File: src/rtl/vex_bus_responder.sv
// Bridges the VexRiscv simple iBus/dBus ports onto one shared single-port SoC memory bus.
// dBus has priority, reads take one response cycle, and the debug unit preempts when busy.
module vex_bus_responder #(
  parameter logic [31:0] MAP_MASK  = 32'hFFFC_0000,
  parameter logic [31:0] HOLE_BASE = 32'h0003_0000
) (
  input  logic        clk,
  input  logic        reset,
  input  logic        ibus_cmd_valid,
  output logic        ibus_cmd_ready,
  input  logic [31:0] ibus_cmd_pc,
  output logic        ibus_rsp_valid,
  output logic        ibus_rsp_error,
  output logic [31:0] ibus_rsp_inst,
  input  logic        dbus_cmd_valid,
  output logic        dbus_cmd_ready,
  input  logic        dbus_cmd_wr,
  input  logic [3:0]  dbus_cmd_mask,
  input  logic [31:0] dbus_cmd_address,
  input  logic [31:0] dbus_cmd_data,
  input  logic [1:0]  dbus_cmd_size,
  output logic        dbus_rsp_ready,
  output logic        dbus_rsp_error,
  output logic [31:0] dbus_rsp_data,
  input  logic        ext_busy,
  output logic        mem_op,
  output logic [31:0] mem_adr,
  output logic [31:0] mem_di,
  output logic [3:0]  mem_wren,
  input  logic [31:0] mem_do,
  output logic        bus_fault
);

  typedef enum logic [2:0] {
    IDLE,
    IRSP,
    DRSP,
    ERSP_I,
    ERSP_D
  } state_t;

  state_t state;
  state_t state_next;
  logic   fault_next;
  logic   slot_free;
  logic   d_mapped;
  logic   i_mapped;
  logic   size_unused;

  // Access size is informational only; the byte mask decides what is written.
  assign size_unused = ^dbus_cmd_size;

  function automatic logic is_mapped(input logic [31:0] adr);
    return ((adr & MAP_MASK) == '0) && (adr[17:16] != HOLE_BASE[17:16]);
  endfunction

  assign d_mapped = is_mapped(dbus_cmd_address);
  assign i_mapped = is_mapped(ibus_cmd_pc);

  // Command side is combinational so the RAM sees its select in the accept cycle;
  // gating with reset keeps every output low while reset is held.
  assign slot_free = (state == IDLE) && !ext_busy && !reset;

  always_comb begin
    ibus_cmd_ready = 1'b0;
    dbus_cmd_ready = 1'b0;
    ibus_rsp_valid = 1'b0;
    ibus_rsp_error = 1'b0;
    ibus_rsp_inst  = '0;
    dbus_rsp_ready = 1'b0;
    dbus_rsp_error = 1'b0;
    dbus_rsp_data  = '0;
    mem_op         = 1'b0;
    mem_adr        = '0;
    mem_di         = '0;
    mem_wren       = '0;
    fault_next     = 1'b0;
    state_next     = IDLE;

    if (slot_free && dbus_cmd_valid) begin
      dbus_cmd_ready = 1'b1;
      if (d_mapped) begin
        mem_op  = 1'b1;
        mem_adr = dbus_cmd_address;
        if (dbus_cmd_wr) begin
          mem_wren = dbus_cmd_mask;
          mem_di   = dbus_cmd_data;
        end
      end
      if (dbus_cmd_wr) begin
        fault_next = !d_mapped;
        state_next = IDLE;
      end else begin
        state_next = d_mapped ? DRSP : ERSP_D;
      end
    end else if (slot_free && ibus_cmd_valid) begin
      ibus_cmd_ready = 1'b1;
      if (i_mapped) begin
        mem_op  = 1'b1;
        mem_adr = ibus_cmd_pc;
      end
      state_next = i_mapped ? IRSP : ERSP_I;
    end

    case (state)
      IRSP: begin
        ibus_rsp_valid = 1'b1;
        ibus_rsp_inst  = mem_do;
      end
      DRSP: begin
        dbus_rsp_ready = 1'b1;
        dbus_rsp_data  = mem_do;
      end
      ERSP_I: begin
        ibus_rsp_valid = 1'b1;
        ibus_rsp_error = 1'b1;
      end
      ERSP_D: begin
        dbus_rsp_ready = 1'b1;
        dbus_rsp_error = 1'b1;
      end
      default: ;
    endcase
  end

  always_ff @(posedge clk or posedge reset) begin
    if (reset) begin
      state     <= IDLE;
      bus_fault <= 1'b0;
    end else begin
      state     <= state_next;
      bus_fault <= fault_next;
    end
  end

endmodule

File: config.mk
export PLATFORM = sky130hd
export DESIGN_NAME = vex_bus_responder
export DESIGN_NICKNAME = d
export VERILOG_FILES = /design/src/rtl/vex_bus_responder.sv
export SDC_FILE = /design/constraint.sdc
export NUM_CORES = 1
export LEC_CHECK = 0
export ABC_AREA = 0
export BUFFER_PORTS_ARGS = -buffer_cell sky130_fd_sc_hd__buf_2
export CAP_MARGIN = 20
export CORE_AREA = 3 3 107 109
export DETAILED_ROUTE_END_ITERATION = 10
export DIE_AREA = 0 0 110 112
export PLACE_DENSITY = 0.58
export SLEW_MARGIN = 40
export SYNTH_ARGS = -nofsm -noshare
export SYNTH_HDL_FRONTEND = slang
export SYNTH_SLANG_ARGS = --single-unit
File: constraint.sdc
create_clock -name clk -period 1.4 [get_ports clk]
set_input_delay 0.07 -clock clk [delete_from_list [all_inputs] [get_ports clk]]
set_output_delay 0.07 -clock clk [all_outputs]
set_load 0.02 [all_outputs]
==> results.md <==
| Stage | Metric | Value |
| --- | --- | --- |
| clocking | Post-CTS clock slew at the launch and capture registers of the worst setup and hold paths | 0.03 ns |
| logic synthesis | Number of library cell types mapped by synthesis | 28 |
| layout | Design Area, Final | 4430 sq um |
| drt | DRC Markers | 0 |
| clocking | Root buffer selected by CTS | sky130_fd_sc_hd__clkbuf_8 |
| worst setup path | Req. time, crit path | 1.33 ns |
| logic synthesis | Post-synthesis sequential area ratio | 6.06% |
| sta | Number of endpoints with negative hold slack in the final report | 0 |
| floorplanning | Die boundary height | 112 microns |
| logic synthesis | Most area-hungry cell type in the Yosys netlist | sky130_fd_sc_hd__and2_1 |
| logic synthesis | Fraction of synthesized cell area taken by the top area cell type | 25.0% |
| layout | Fin cells | 674 |
| drt | Number of design-rule violations left by the first detailed-router iteration | 159 |
| clocking | Largest buffer count on any clock path | 2 |
| global route | Largest net degree at the start of global routing | 41 |
| drt | Routed length per instance | 15.2 microns |
| logic synthesis | Instance count of the mapped netlist | 264 |
| clocking | CTS buffer count | 3 |
| placed design | Total cell area at the placement stage | 3470 sq um |
| pwr | Power density cells | 231 nW/um^2 |
| placed design | Number of I/O port buffers | 263 |
| flow run | Number of maximum-capacitance constraint violations | 0 |
| pwr | Leakage | 2.13 nW |
| worst setup path | Cell count of the worst reg-to-reg path | 6 |
| global route | Total overflow reported by the global router | 0 |
| floorplanning | I/O pin total | 280 |
| hold path | Hold EP | state[2] |
| worst setup path | End of the worst register-to-register path | state[1] |
| logic synthesis | Number of warning messages in the yosys log | 0 |
| status | Status | complete, but fails checks |
| global route | GRT Overall Usage | 13.8% |
| sta | Portion of the clock cycle consumed by the worst path in the final layout | 121% |
| sta | RSZ-0062 raised after global routing | yes |
| layout | Fin util | 41.4% |
| global route | Via count of the first global-routing pass | 2746 |
| drt | Total vias in the final route | 2912 |
| floorplanning | Area of the die | 12300 sq um |
| layout | Layout cell share with drive strength beyond 1 | 71.9% |
| floorplanning | Die width | 110 microns |
| sta | Final setup viols | 123 |
| layout | Final nets | 676 |
| sta | Maximum clock rate | 0.589 GHz |
| worst setup path | Startpoint Class | flip-flop |
| layout | Most common cell after layout, fill and taps aside | sky130_fd_sc_hd__buf_2 |
| worst setup path | Critical setup path kind | flip-flop to output port |
| floorplanning | Row count | 38 |
| status | Violations in the final reports | setup timing |
| hold path | HP Start | dbus_cmd_wr |
| sta | Final setup skew | 0.00587 ns |
| sta | Worst Hold Slack | 0.276 ns |
| drt | Number of detailed-route iterations in the first pass | 4 |
| placed design | Final weighted congestion in routability-driven placement | 0.741 |
| drt | Post-DR vias/cell | 4.32 |
| layout | Antenna Diode Count | 0 |
| worst setup path | Setup slack of the most critical reg-to-reg path | -0.01 ns |
| worst setup path | Crit path arrival time | 1.63 ns |
| worst setup path | Nature of the critical path endpoint | output port |
| hold path | Worst hold path type | input pin to flip-flop |
| worst setup path | Worst R2R Start | state[2] |
| logic synthesis | Mean area per synthesized cell | 6.26 sq um |
| clocking | Insertion delay to the later sink of the worst-skew pair | 0.22 ns |
| layout | Synth-to-Final Area Change | 168% |
| drt | Antenna Nets Post-Route | 0 |
| placed design | Half-perimeter wire length of the detailed placement result | 7690 microns |
| worst setup path | Maximum fanout encountered on the critical timing path | 40 |
| logic synthesis | Dominant cells by area after synthesis | sky130_fd_sc_hd__and2_1 (25%), sky130_fd_sc_hd__nor3_1 (11%), sky130_fd_sc_hd__o32ai_2 (9.8%) |
| floorplanning | Core Footprint | 10700 sq um |
| clocking | Number of clock sinks seen by CTS | 4 |
| placed design | Cell count after placement | 660 |
| sta | Shortest period the worst path allows | 1.70 ns |
| sta | Final Worst Setup Slack | -0.298 ns |
| layout | Top library cells by usage in the layout, fill and taps aside | sky130_fd_sc_hd__buf_2 (139), sky130_fd_sc_hd__buf_6 (73), sky130_fd_sc_hd__buf_4 (71) |
| global route | Antenna violations before repair | 1 |
| pwr | Worst VDD drop | 0.000104 V |
| sta | Setup total negative slack | -28.61 ns |
| clocking | CTS tree | built |
| drt | Routed wire length | 10300 microns |
| logic synthesis | Register bit total from synthesis | 4 |
| sta | Slew Limit Fails | 0 |
| logic synthesis | Post-Synthesis Cell Area | 1650 sq um |
| clocking | CTS H-Tree Depth | 1 |
| global route | Global-route wire length before repair | 13600 microns |
| floorplanning | Initial Util | 15.4% |
| hold path | Cell depth of the worst min-delay path | 3 |
==> Yosys cell counts (all sizes together) <==
master,n
o22ai,1
nand4,2
nor4,6
dfrtp,4
nand4b,1
o32ai,19
and2,66
or2,1
conb,1
buf,27
nor3,37
nand2,37
clkbuf,13
and3,1
nor2b,2
nor2,1
and4,1
nand3,18
a211oi,2
inv,21
nor4b,1
nor3b,2
==> worst max path at each step <==
stage                   from          end  slack (ns)  depth (start not counted)
CTS                 state[2]  mem_wren[2]       -0.31                          5
detailed placement  state[0]  mem_adr[12]       -0.14                          5
global route        state[2]   mem_adr[8]       -0.40                          5
finish              state[2]    mem_di[3]       -0.30                          5
floorplan           state[2]   mem_di[10]       -0.19                          4
global placement    state[0]       mem_op       -0.12                          5
==> critical path, cell delays in order (launching register included) <==
cell                      delay (ns)
sky130_fd_sc_hd__dfrtp_2        0.42
sky130_fd_sc_hd__nor4b_4        0.27
sky130_fd_sc_hd__nand2_2        0.11
sky130_fd_sc_hd__buf_12         0.19
sky130_fd_sc_hd__nor3_2         0.21
sky130_fd_sc_hd__buf_4          0.16
==> report_power, final <==
group / total, mW / switching [mW] / internal [mW] / leakage, nW
Clock: 0.249 / 0.0649 / 0.184 / 0.0216
Sequential: 0.123 / 0.00308 / 0.120 / 0.0534
Combinational: 0.654 / 0.343 / 0.310 / 2.06
Total: 1.02 / 0.411 / 0.614 / 2.13
==> registers in the layout, summed over array words and instances (netlist names) <==
register and cells:
bus_fault 1, state 3
==> per-stage QoR <==
step	power, mW	setup WS, ns
final	1.02	-0.298
after detailed placement	0.674	-0.139
after global placement	0.659	-0.117
after CTS	0.980	-0.311
after global routing	1.10	-0.396
after floorplan	0.399	-0.188
==> final cells by class <==
| class | count | area [sq um] |
|---|---|---|
| Tap cell | 140 | 175 |
| Multi-Input combinational cell | 212 | 1760 |
| Fill cell | 1036 | 6270 |
| Clock buffer | 3 | 41.3 |
| Timing Repair Buffer | 294 | 2270 |
| Inverter | 21 | 81.3 |
| Sequential cell | 4 | 101 |
==> per-layer routing <==
layer	wire (microns)	GRT usage (%)	part of all wire, %
met3	1030	2.14	10
met1	3440	14.5	33
met5	13	0	0.13
met2	5750	27.9	56
met4	43	2.74	0.42
==> timing repair <==
| action | in CTS | in global routing |
|---|---|---|
| gates cloned | 1 | 4 |
| pin swaps | 2 | 3 |
| setup buffers | 3 | 2 |
| setup endpoints to repair | 125 | 125 |
| gates resized for setup | 145 | 93 |
| hold buffers | 1 | 0 |
| hold endpoints to repair | 4 | 0 |
==> logic make-up after synthesis <==
logic type	after synthesis	share of synthesized area (%)
simple gates	176	59.9
other cells	1	0.227
buf+inv	61	17.9
flops	4	6.06
compound gates	22	15.9
No activity file was read; power rests on OpenSTA's default activity.
